<file path="src/rtl/lcd_pkg.sv">
// lcd_pkg -- shared definitions for the HD44780 write sequencer.
//   * lcd_state_e : sequencer states
//   * bit positions of the LSU LCD register word and of the status word
//   * power-up init command list (used only when LCD_INIT_EN is defined)
//   * cyc_m1()      : cycle count -> timer load value (0 treated as 1)
//   * is_long_cmd() : clear/home commands that need the long execution wait
package lcd_pkg;

   typedef enum logic [2:0] {
      IDLE,
      SETUP,
      EN_HI,
      HOLD,
      EXEC,
      PWRUP
   } lcd_state_e;

   // LCD register word fields
   localparam int unsigned ON_BIT   = 31;
   localparam int unsigned CLR_BIT  = 11;
   localparam int unsigned REQ_BIT  = 10;
   localparam int unsigned RS_BIT   = 9;
   localparam int unsigned DATA_MSB = 7;
   localparam int unsigned DATA_LSB = 0;

   // status word bits
   localparam int unsigned BUSY_BIT = 0;
   localparam int unsigned PEND_BIT = 1;
   localparam int unsigned OVR_BIT  = 2;

   // init sequence: function set, display on, clear, entry mode (entry 0 first)
   localparam int unsigned INIT_LEN = 4;
   localparam logic [INIT_LEN-1:0][7:0] INIT_CMDS = {8'h06, 8'h01, 8'h0C, 8'h38};

   function automatic logic [31:0] cyc_m1(input int unsigned n);
      return (n == 0) ? 32'd0 : 32'(n - 1);
   endfunction

   function automatic logic is_long_cmd(input logic rs, input logic [7:0] data);
      return !rs && (data inside {8'h01, 8'h02, 8'h03});
   endfunction

endpackage

</file>
<file path="src/rtl/lcd_ctrl_if.sv">
// lcd_ctrl_if -- LSU-side bus of the LCD sequencer.
//   lcd_word : LCD register word written by software (LSU -> sequencer)
//   status   : busy / pending / overrun status word (sequencer -> LSU)
// master = LSU side, slave = sequencer side.
interface lcd_ctrl_if;
   logic [31:0] lcd_word;
   logic [31:0] status;

   modport master (output lcd_word, input status);
   modport slave  (input lcd_word, output status);
endinterface

</file>
<file path="src/rtl/lcd_ctrl_timer.sv">
// lcd_timer -- loadable down-counter used for every timed sequencer phase.
//   clk_i, rst_ni : clock, asynchronous active-low reset (loads RST_VAL)
//   load_i, val_i : load val_i (N-1 for an N-cycle phase)
//   done_o        : counter has reached zero
module lcd_timer #(
   parameter int unsigned     CNT_W   = 20,
   parameter logic [CNT_W-1:0] RST_VAL = '0
) (
   input  logic             clk_i,
   input  logic             rst_ni,
   input  logic             load_i,
   input  logic [CNT_W-1:0] val_i,
   output logic             done_o
);

   logic [CNT_W-1:0] cnt;

   always_ff @(posedge clk_i or negedge rst_ni) begin
      if (!rst_ni) begin
         cnt <= RST_VAL;
      end else if (load_i) begin
         cnt <= val_i;
      end else if (cnt != '0) begin
         cnt <= cnt - CNT_W'(1);
      end
   end

   assign done_o = (cnt == '0);

endmodule

</file>
<file path="src/rtl/lcd_ctrl.sv">
// lcd_ctrl -- HD44780 write sequencer driven by the LSU LCD register word.
// A toggle of word bit 10 requests one write of {RS=bit 9, DATA=bits 7:0};
// the block produces the setup / EN pulse / hold waveform and then waits out
// the LCD execution time. One extra request can be queued while busy; a
// further one is dropped and flagged as overrun until bit 11 clears it.
// Optional build macro: LCD_INIT_EN adds a power-up wait plus the
// 38/0C/01/06 init sequence after reset.
// Ports:
//   clk_i, rst_ni : clock, asynchronous active-low reset
//   bus           : lcd_ctrl_if.slave (lcd_word in, status out:
//                   [0] busy, [1] pending valid, [2] overrun)
//   lcd_data_o    : LCD data bus
//   lcd_rs_o      : register select
//   lcd_rw_o      : read/write, tied to 0 (write only)
//   lcd_en_o      : enable strobe
//   lcd_on_o      : power/backlight, word bit 31 delayed one cycle
module lcd_ctrl
   import lcd_pkg::*;
#(
   parameter int unsigned T_SETUP     = 2,
   parameter int unsigned T_EN_HI     = 12,
   parameter int unsigned T_HOLD      = 2,
   parameter int unsigned T_EXEC      = 2000,
   parameter int unsigned T_EXEC_LONG = 82000,
   parameter int unsigned T_PWRUP     = 750000,
   parameter int unsigned CNT_W       = 20
) (
   input  logic       clk_i,
   input  logic       rst_ni,
   lcd_ctrl_if.slave  bus,
   output logic [7:0] lcd_data_o,
   output logic       lcd_rs_o,
   output logic       lcd_rw_o,
   output logic       lcd_en_o,
   output logic       lcd_on_o
);

   localparam logic [CNT_W-1:0] M1_SETUP     = CNT_W'(cyc_m1(T_SETUP));
   localparam logic [CNT_W-1:0] M1_EN_HI     = CNT_W'(cyc_m1(T_EN_HI));
   localparam logic [CNT_W-1:0] M1_HOLD      = CNT_W'(cyc_m1(T_HOLD));
   localparam logic [CNT_W-1:0] M1_EXEC      = CNT_W'(cyc_m1(T_EXEC));
   localparam logic [CNT_W-1:0] M1_EXEC_LONG = CNT_W'(cyc_m1(T_EXEC_LONG));

   lcd_state_e       state;
   logic [31:0]      word;
   logic             prev_tog, req, req_rs, clr;
   logic [7:0]       req_data;
   logic             pend_v, pend_rs, ovr;
   logic [7:0]       pend_data;
   logic             tmr_load, tmr_done;
   logic [CNT_W-1:0] tmr_val;
   logic             in_idle, exec_end, init_more, init_step;
   logic             serve_pend, start_req, enter_setup;
   logic             nxt_rs;
   logic [7:0]       nxt_data, init_data;
   logic             unused_word;

   assign word     = bus.lcd_word;
   assign req      = word[REQ_BIT] ^ prev_tog;
   assign req_rs   = word[RS_BIT];
   assign req_data = word[DATA_MSB:DATA_LSB];
   assign clr      = word[CLR_BIT];
   assign unused_word = ^{word[30:12], word[8]};

`ifdef LCD_INIT_EN
   localparam lcd_state_e       RST_STATE = PWRUP;
   localparam logic [CNT_W-1:0] TMR_RST   = CNT_W'(cyc_m1(T_PWRUP));
   logic [2:0] init_idx;   // number of init commands already issued
   assign init_more = (32'(init_idx) < INIT_LEN);
   assign init_data = INIT_CMDS[init_idx[1:0]];
`else
   localparam lcd_state_e       RST_STATE = IDLE;
   localparam logic [CNT_W-1:0] TMR_RST   = '0;
   logic unused_cfg;
   assign unused_cfg = (T_PWRUP == 0);
   assign init_more  = 1'b0;
   assign init_data  = '0;
`endif

   lcd_timer #(
      .CNT_W  (CNT_W),
      .RST_VAL(TMR_RST)
   ) u_timer (
      .clk_i (clk_i),
      .rst_ni(rst_ni),
      .load_i(tmr_load),
      .val_i (tmr_val),
      .done_o(tmr_done)
   );

   // Decisions for this cycle. The timer is reloaded on the same edge the
   // state changes, so each phase lasts exactly N cycles.
   always_comb begin
      in_idle     = (state == IDLE);
      exec_end    = (state == EXEC) && tmr_done;
      init_step   = init_more && (exec_end || ((state == PWRUP) && tmr_done));
      serve_pend  = pend_v && !init_step && (in_idle || exec_end);
      start_req   = in_idle && req && !pend_v;
      enter_setup = init_step || serve_pend || start_req;

      if (init_step) begin
         nxt_rs   = 1'b0;
         nxt_data = init_data;
      end else if (serve_pend) begin
         nxt_rs   = pend_rs;
         nxt_data = pend_data;
      end else begin
         nxt_rs   = req_rs;
         nxt_data = req_data;
      end

      tmr_load = 1'b0;
      tmr_val  = '0;
      case (state)
         IDLE, EXEC, PWRUP: begin
            tmr_load = enter_setup;
            tmr_val  = M1_SETUP;
         end
         SETUP: begin
            tmr_load = tmr_done;
            tmr_val  = M1_EN_HI;
         end
         EN_HI: begin
            tmr_load = tmr_done;
            tmr_val  = M1_HOLD;
         end
         HOLD: begin
            tmr_load = tmr_done;
            tmr_val  = is_long_cmd(lcd_rs_o, lcd_data_o) ? M1_EXEC_LONG : M1_EXEC;
         end
         default: ;
      endcase
   end

   always_ff @(posedge clk_i or negedge rst_ni) begin
      if (!rst_ni) begin
         state      <= RST_STATE;
         lcd_en_o   <= 1'b0;
         lcd_rs_o   <= 1'b0;
         lcd_data_o <= '0;
`ifdef LCD_INIT_EN
         init_idx   <= '0;
`endif
      end else begin
         // RS/DATA only change when a write enters SETUP
         if (enter_setup) begin
            lcd_rs_o   <= nxt_rs;
            lcd_data_o <= nxt_data;
         end
`ifdef LCD_INIT_EN
         if (init_step) init_idx <= init_idx + 3'd1;
`endif
         case (state)
            IDLE, EXEC, PWRUP: begin
               if (enter_setup)   state <= SETUP;
               else if (exec_end) state <= IDLE;
            end
            SETUP: if (tmr_done) begin
               state    <= EN_HI;
               lcd_en_o <= 1'b1;
            end
            EN_HI: if (tmr_done) begin
               state    <= HOLD;
               lcd_en_o <= 1'b0;
            end
            HOLD: if (tmr_done) state <= EXEC;
            default: state <= IDLE;
         endcase
      end
   end

   // Pending slot and overrun. In IDLE a queued write is served first and a
   // simultaneous new request takes its place in the slot.
   always_ff @(posedge clk_i or negedge rst_ni) begin
      if (!rst_ni) begin
         pend_v    <= 1'b0;
         pend_rs   <= 1'b0;
         pend_data <= '0;
         ovr       <= 1'b0;
      end else begin
         if (serve_pend) pend_v <= 1'b0;
         if (req && (in_idle ? pend_v : !pend_v)) begin
            pend_v    <= 1'b1;
            pend_rs   <= req_rs;
            pend_data <= req_data;
         end
         if (req && !in_idle && pend_v) ovr <= 1'b1;
         else if (clr)                  ovr <= 1'b0;
      end
   end

   always_ff @(posedge clk_i or negedge rst_ni) begin
      if (!rst_ni) begin
         prev_tog <= 1'b0;
         lcd_on_o <= 1'b0;
      end else begin
         prev_tog <= word[REQ_BIT];
         lcd_on_o <= word[ON_BIT];
      end
   end

   assign lcd_rw_o = 1'b0;

   always_comb begin
      bus.status           = '0;
      bus.status[BUSY_BIT] = !in_idle;
      bus.status[PEND_BIT] = pend_v;
      bus.status[OVR_BIT]  = ovr;
   end

endmodule

</file>
<file path="src/flat_wrapper.sv">
// flat-port wrapper written by rule: the top's interface ports become plain ports
module lcd_ctrl_flat import lcd_pkg::*;
#(
   parameter int unsigned T_SETUP     = 2,
   parameter int unsigned T_EN_HI     = 12,
   parameter int unsigned T_HOLD      = 2,
   parameter int unsigned T_EXEC      = 2000,
   parameter int unsigned T_EXEC_LONG = 82000,
   parameter int unsigned T_PWRUP     = 750000,
   parameter int unsigned CNT_W       = 20
)
  (clk_i, rst_ni, lcd_data_o, lcd_rs_o, lcd_rw_o, lcd_en_o, lcd_on_o, bus_lcd_word, bus_status);
  lcd_ctrl_if bus_i ();
  input  logic clk_i;
  input  logic rst_ni;
  output logic [7:0] lcd_data_o;
  output logic lcd_rs_o;
  output logic lcd_rw_o;
  output logic lcd_en_o;
  output logic lcd_on_o;
  input wire logic [$bits(bus_i.lcd_word)-1:0] bus_lcd_word;
  output wire logic [$bits(bus_i.status)-1:0] bus_status;
  assign bus_i.lcd_word = bus_lcd_word;
  assign bus_status = bus_i.status;
  lcd_ctrl #(.T_SETUP(T_SETUP), .T_EN_HI(T_EN_HI), .T_HOLD(T_HOLD), .T_EXEC(T_EXEC), .T_EXEC_LONG(T_EXEC_LONG), .T_PWRUP(T_PWRUP), .CNT_W(CNT_W)) u_core (.clk_i(clk_i), .rst_ni(rst_ni), .bus(bus_i), .lcd_data_o(lcd_data_o), .lcd_rs_o(lcd_rs_o), .lcd_rw_o(lcd_rw_o), .lcd_en_o(lcd_en_o), .lcd_on_o(lcd_on_o));
endmodule
</file>
<file path="config.mk">
export PLATFORM = sky130hd
export DESIGN_NAME = lcd_ctrl_flat
export DESIGN_NICKNAME = d
export VERILOG_FILES = /design/src/rtl/lcd_pkg.sv /design/src/rtl/lcd_ctrl_if.sv /design/src/rtl/lcd_ctrl_timer.sv /design/src/rtl/lcd_ctrl.sv /design/src/flat_wrapper.sv
export SDC_FILE = /design/constraint.sdc
export NUM_CORES = 1
export LEC_CHECK = 0
export ABC_AREA = 1
export ABC_CLOCK_PERIOD_IN_PS = 3600
export CELL_PAD_IN_SITES_DETAIL_PLACEMENT = 0
export CELL_PAD_IN_SITES_GLOBAL_PLACEMENT = 1
export CORE_ASPECT_RATIO = 1.5
export CORE_MARGIN = 2
export CORE_UTILIZATION = 36
export CTS_BUF_LIST = sky130_fd_sc_hd__clkbuf_16
export DETAILED_ROUTE_END_ITERATION = 7
export HOLD_SLACK_MARGIN = 0.15
export MAX_ROUTING_LAYER = met4
export PLACE_DENSITY_LB_ADDON = 0.08
export SYNTH_ARGS = -nofsm -noshare
export SYNTH_HDL_FRONTEND = slang
export SYNTH_SLANG_ARGS = --single-unit
</file>
<file path="constraint.sdc">
create_clock -name clk_i -period 3.6 [get_ports clk_i]
set_clock_uncertainty 0.15 [all_clocks]
set_input_delay 0.54 -clock clk_i [delete_from_list [all_inputs] [get_ports clk_i]]
set_output_delay 0.54 -clock clk_i [all_outputs]
set_load 0.005 [all_outputs]
</file>
==> key figures, run 1 <==
Synth
  – Number of enable flip-flop cells after synthesis: 0
  – Post-Synth XOR/XNOR Area: 0.06020
  – Main combinational cell family by area after synthesis: simple AND/OR/NAND/NOR gates
  – Sequential area share after synthesis: 0.4396
  – Compound-Gate Fraction of Synth Area: 0.05686
  – Adder-Cell Fraction of Synth Area: 0.004778
  – Synth async-reset ratio: 1.000
  – Register bit total from synthesis: 46
  – Netlist cell types: 32
  – Post-Synthesis Cells: around 320
  – Synth Flop Type: dfrtp_1
  – Synth Area in Simple Gates: 0.2881
  – Mapped cell area: around 0.0026 mm²
  – Syn Area/Cell: just over 8 µm²
  – Share of synthesized area spent on multiplexers: 0
  – Yosys warnings: 0

Clocking
  – CTS tree: done
  – Root buffer cell: clkbuf_16
  – Hold Buf Count CTS: 0
  – Longest Clk Path Bufs: 2
  – Worst skew pair latency: around 280 ps
  – Post-cts resize count: 0
  – CTS sink count: 46
  – Total CTS buffers: 5
  – Clock transition at the registers of the reported paths: about 60 ps
  – Setup bufs post-CTS: 0
  – CTS H-tree depth: 2

Hold path
  – Type of the most critical hold path: in2async

Die
  – Core area: 0.007132 mm²
  – Chip height: between 100 and 150 µm
  – Die area: approximately 0.008 mm²
  – IO Count: a little under 80
  – Die span in x: between 70 and 80 µm
  – Initial core utilization: 0.3672
  – FP Rows: 38

Global routing
  – First-pass GRT wire length: 10.85 mm
  – Vias in the first global route: approximately 2,200
  – GRT overflow: 0
  – Antenna violations before repair: 0
  – Gr usage total: 0.1795
  – Largest net degree at the start of global routing: 33

Drt
  – Remaining DRCs: 0
  – Post-DR wirelength/cell: between 10 and 15 µm
  – Vias post-DR: around 2,100
  – Routed WL: 6.202 mm
  – DRT Pass-1 Iters: 4
  – Antenna Nets Post-Route: 0
  – Via/cell ratio: approximately 4.9
  – DRT iter0 DRCs: about 110

Worst setup path
  – Critical path origin: u_core.u_timer.cnt[0]$_DFFE_PN0P_
  – R2r worst-path depth: 11
  – Reg-to-reg slack, setup: roughly 1100 ps
  – FF-to-FF Start: u_core.u_timer.cnt[0]$_DFFE_PN0P_
  – Crit path kind: reg2reg
  – Critical Path AT: about 2600 ps
  – Worst EP required: between 3000 and 4000 ps
  – Crit end category: register
  – CP max FO: 13
  – FF-to-FF End: u_core.u_timer.cnt[1]$_DFFE_PN0P_
  – Critical Path Source Type: register

Timing
  – Max_slew headroom: 0.5016
  – Fmax: approximately 390 MHz
  – Crit share post-route: 0.7039
  – Setup TNS Final: 0 ps
  – RSZ-0062 raised after global routing: no
  – Setup violators final: 0
  – Max-slew violation count: 0
  – Minimum clock period: ~2500 ps
  – Worst-margin pin slew: roughly 750 ps
  – Fin. Hold Viols: 0

Placement
  – Port bufs: 27
  – Gp weighted congestion: around 0.75
  – Dpl cells: 417
  – DPL Wire Length: 4.499 mm

Finish
  – Area Growth Syn to Fin: 13.33%
  – Layout Cells excl Fill: 424
  – Most common cell after layout, fill and taps aside: nand2_1
  – Final #Nets: between 300 and 400
  – Share of layout cells above drive strength 1: 0.07849
  – Number of inserted diodes: 0
  – Most frequent cells in the layout: 59 x nand2_1, 46 x dfrtp_1, 30 x nor2_1, 30 x conb_1, 28 x nand3_1

Power and ir drop
  – Pwr Density: 386.0 mW/mm²
  – Net switching fraction of the power: 0.2488
  – Reg power frac: 0.525
  – Net Sw Power: between 0.2 and 0.3 mW
  – Max rail drop VDD: around 0.22 mV
  – Leak: 1.401 nW
  – Logic gate share of total power: 0.089
  – Clock power frac: 0.386
  – Power Internal: 0.8606 mW

Status
  – Status: complete, no violations

Job
  – Max_cap viols: 0
==> worst max path at each step <==
stage / depth (start not counted) / slack [ps] / end
after global placement: 9 / 830 / u_core.pend_data[3]$_DFFE_PN0P_
after detailed placement: 9 / 820 / u_core.pend_data[6]$_DFFE_PN0P_
after CTS: 11 / 1010 / u_core.u_timer.cnt[1]$_DFFE_PN0P_
final: 11 / 1070 / u_core.u_timer.cnt[1]$_DFFE_PN0P_
after floorplan: 12 / 1700 / u_core.u_timer.cnt[1]$_DFFE_PN0P_
after global routing: 11 / 770 / u_core.u_timer.cnt[1]$_DFFE_PN0P_
==> synthesized netlist by cell type, types with 2 or more instances <==
cell type | count | area share
xnor2_1 | 8 | 0.027
nor4_1 | 2 | 0.0048
nand2_2 | 6 | 0.014
o211ai_1 | 5 | 0.014
nor2_2 | 4 | 0.0096
a21oi_1 | 11 | 0.021
nand2_4 | 2 | 0.0086
inv_1 | 23 | 0.033
xor2_1 | 10 | 0.033
buf_2 | 5 | 0.0096
buf_4 | 33 | 0.095
nor2_1 | 30 | 0.043
dfrtp_1 | 46 | 0.44
nand3_1 | 28 | 0.054
o21ai_0 | 5 | 0.0096
nand4_1 | 14 | 0.033
nand2_1 | 59 | 0.085
nor3_1 | 12 | 0.023
==> stage by stage <==
step	hold slack (ps)	utilization	instance area, µm²	total power, mW	setup WS, ps
6_report	172.4	0.4161	2968	1.146	1066
5_1_grt	230.6	0.4161	2968	1.209	771.5
4_1_cts	199.4	0.4161	2968	1.158	1007
3_3_place_gp	303.9	0.3975	2835	0.7127	825.0
2_1_floorplan	94.41	-	2728	0.6895	1696
3_5_place_dp	309.4	0.3975	2835	0.7149	824.3
==> layout make-up <==
cell class              count  area [µm²]
fillers                   749        4164
multi-input cells         234        1186
flip-flops and latches     46        1151
repair buffers             31       295.3
clock buffers               5       125.1
inverters                  26       102.6
well taps                  80       100.1
clock inverters             2       7.507
==> power groups by stage <==
stage	clock, mW	sequential, mW	combinational [mW]
floorplan	0	0.598	0.0911
finish	0.442	0.601	0.102
CTS	0.452	0.602	0.104
global placement	0	0.610	0.103
detailed placement	0	0.611	0.104
global route	0.476	0.609	0.123
==> cell families (layout without fill, tap and decap cells) <==
logic type	Yosys count	count (layout)
and+or+nand+nor	160	160
buffers and inverters	66	64
DFF	46	46
AOI/OAI and AO/OA	25	25
xor gates and xnor gates	18	18
adders and majority gates	1	1
other	1	30
==> metal layers <==
layer,GRT usage,wire length (µm),part of all wire
met1,0.2158,2615,0.42
met2,0.3061,3375,0.54
met3,0.02423,145,0.023
met4,0.05714,66,0.011
met5,-,0,0
==> flip-flops by register name (all words and copies together), names as in the netlist, 3 cells and up <==
| register | count |
|---|---|
| u_core.u_timer.cnt | 20 |
| u_core.lcd_data_o | 8 |
| u_core.pend_data | 8 |
| u_core.state | 3 |
==> worst max-delay path, stage by stage (launching register included) <==
cell and delay, ps:
dfrtp_1 340, inv_1 60, ha_1 240, nand2_2 120
nor2_4 70, nand4_1 130, nand2_2 180, nand2_2 310
nand3_4 240, nor2_2 430, nand2_1 100, nand2_1 80
No activity file was read; power rests on OpenSTA's default activity.
==> run 2, diff against run 1 <==
ABC_CLOCK_PERIOD_IN_PS = 2300   (was 3600)
CORE_UTILIZATION = 31   (was 36)
clock period = 2.3 ns   (was 3.6 ns; I/O delays follow)
==> key figures, run 2 (synthesis results as in run 1) <==
Finish
  – Final #Nets: 394
  – Max FFs per register: 20
  – Sequential cell area: about 0.0012 mm²
  – Fin area: about 0.0031 mm²
  – Layout Cells excl Fill: about 470
  – Fin util: 0.3768
  – Multi-input logic area: approximately 0.0012 mm²
  – Most common cell after layout, fill and taps aside: nand2_1
  – Share of layout cells above drive strength 1: 0.1198
  – Area Growth Syn to Fin: 19.59%
  – Number of inserted diodes: 0
  – Most frequent cells in the layout: 59 x nand2_1, 46 x dfrtp_1, 30 x nor2_1, 30 x conb_1, 28 x nand3_1
  – Number of fill cells: between 900 and 1,000
  – Top flop regs: u_core.u_timer.cnt (20), u_core.lcd_data_o (8), u_core.pend_data (8)
  – Largest Register: u_core.u_timer.cnt

Power and ir drop
  – Reg power frac: 0.519
  – Net Sw Power: about 0.45 mW
  – Net switching fraction of the power: 0.2515
  – Max rail drop VDD: 0.3415 mV
  – Power Internal: roughly 1.4 mW
  – Logic gate share of total power: 0.090
  – Leak: ~1.5 nW
  – Clock power frac: 0.391
  – Pwr Density: a little under 600 mW/mm²
  – Power, Total: between 1.5 and 2 mW

Timing
  – Max-slew violation count: 0
  – Worst-margin pin slew: between 600 and 700 ps
  – Hold slack: 320.6 ps
  – Fmax: approximately 470 MHz
  – Minimum clock period: between 2000 and 2500 ps
  – Max_slew headroom: 0.5793
  – Setup TNS Final: 0 ps
  – Fin. Hold Viols: 0
  – Crit share post-route: 0.9338
  – RSZ-0062 raised after global routing: no
  – Worst setup margin: 152.2 ps
  – Setup violators final: 0

Drt
  – Antenna Nets Post-Route: 0
  – Vias post-DR: around 2,100
  – Routed WL: 6.311 mm
  – DRT Pass-1 Iters: 4
  – Post-DR wirelength/cell: 13.54 µm
  – Via/cell ratio: approximately 4.5
  – Remaining DRCs: 0
  – DRT iter0 DRCs: 95

Die
  – FP Rows: 41
  – Die span in x: ~79 µm
  – Chip height: 116.6 µm
  – IO Count: 78
  – Core area: between 0.008 and 0.009 mm²
  – Initial core utilization: 0.3151
  – Die area: 0.009214 mm²

Clocking
  – Setup bufs post-CTS: 0
  – CTS sink count: 46
  – Worst skew pair latency: around 290 ps
  – Longest Clk Path Bufs: 2
  – Root buffer cell: clkbuf_16
  – Clock transition at the registers of the reported paths: approximately 60 ps
  – Total CTS buffers: 5
  – CTS tree: done
  – CTS H-tree depth: 2

Placement
  – Placed cell areas: approximately 0.0030 mm²
  – Gp weighted congestion: between 0.7 and 0.8
  – DPL Wire Length: ~4.7 mm
  – Place WS: roughly 200 ps
  – Port bufs: 27
  – Dpl cells: about 460

Global routing
  – Vias in the first global route: 2,155
  – Met1 Resource Use GR: 0.1712
  – GRT overflow: 0
  – Busiest grt layer: met2
  – GR Layer Usage met3: 0.02782
  – Gr usage total: 0.1563
  – First-pass GRT wire length: 10.76 mm
  – Antenna violations before repair: 0
  – Largest net degree at the start of global routing: 47
  – GR Util met2: 0.2859

Job
  – Max_cap viols: 0

Status
  – Status: complete, no violations

Worst setup path
  – Worst EP required: between 1500 and 2000 ps
  – CP max FO: 5
  – Critical Path AT: around 1700 ps
  – Crit end category: output pin
  – Critical Path Source Type: register
  – Crit path kind: reg2out

Hold path
  – Type of the most critical hold path: reg2reg
[run 2: cell types whose count changed in the layout (fill, tap and decap cells not counted)]
cell / delta
buf_4: +13
clkinv_2: +2
inv_1: -2
buf_12: +1
dlygate4sd3_1: +1
[run 2: power by group through the flow]
stage	registers, mW	logic [mW]	clock network (mW)
after CTS	0.940	0.169	0.730
after global placement	0.956	0.163	0
final	0.939	0.163	0.706
after floorplan	0.937	0.143	0
after detailed placement	0.955	0.166	0
after global routing	0.951	0.197	0.759
[run 2: worst max-delay path, stage by stage, from the launching register on]
cell and delay (ps):
dfrtp_1 410, inv_1 120, nand2_1 80, nor2_1 150
inv_1 130, clkdlybuf4s50_1 460
[run 2: path summary, 6_finish.rpt]
path | from | to | slack [ps] | cells past startpoint
hold reg to reg | u_core.pend_data[2]$_DFFE_PN0P_ | u_core.pend_data[2]$_DFFE_PN0P_ | 320 | 2
min in group asynchronous | rst_ni | u_core.lcd_on_o$_DFF_PN0_ | 540 | 3
hold / removal | u_core.pend_data[2]$_DFFE_PN0P_ | u_core.pend_data[2]$_DFFE_PN0P_ | 320 | 2
max in group asynchronous | rst_ni | u_core.u_timer.cnt[1]$_DFFE_PN0P_ | 1040 | 3
setup / recovery | u_core.state[1]$_DFFE_PN0P_ | bus_status[0] | 150 | 5
setup reg to reg | u_core.u_timer.cnt[0]$_DFFE_PN0P_ | u_core.lcd_rs_o$_DFFE_PN0P_ | 290 | 11
[run 2: timing repair]
action                    CTS  global route
hold endpoints to repair   46             0
gates resized for setup     0             0
hold buffers                1             0
[run 2: layout make-up]
class / count / share of cell area
Clock buffer: 5 / 0.03995
Inverter: 26 / 0.03276
Tap cell: 107 / 0.04275
Timing Repair Buffer: 46 / 0.1350
Clock inverter: 2 / 0.003196
Multi-Input combinational cell: 234 / 0.3787
Sequential cell: 46 / 0.3676
[run 2: per-layer routing]
metal | part of all wire | wire, µm
met2 | 0.55 | 3492
met5 | 0 | 0
met3 | 0.026 | 167
met4 | 0.014 | 91
met1 | 0.41 | 2559
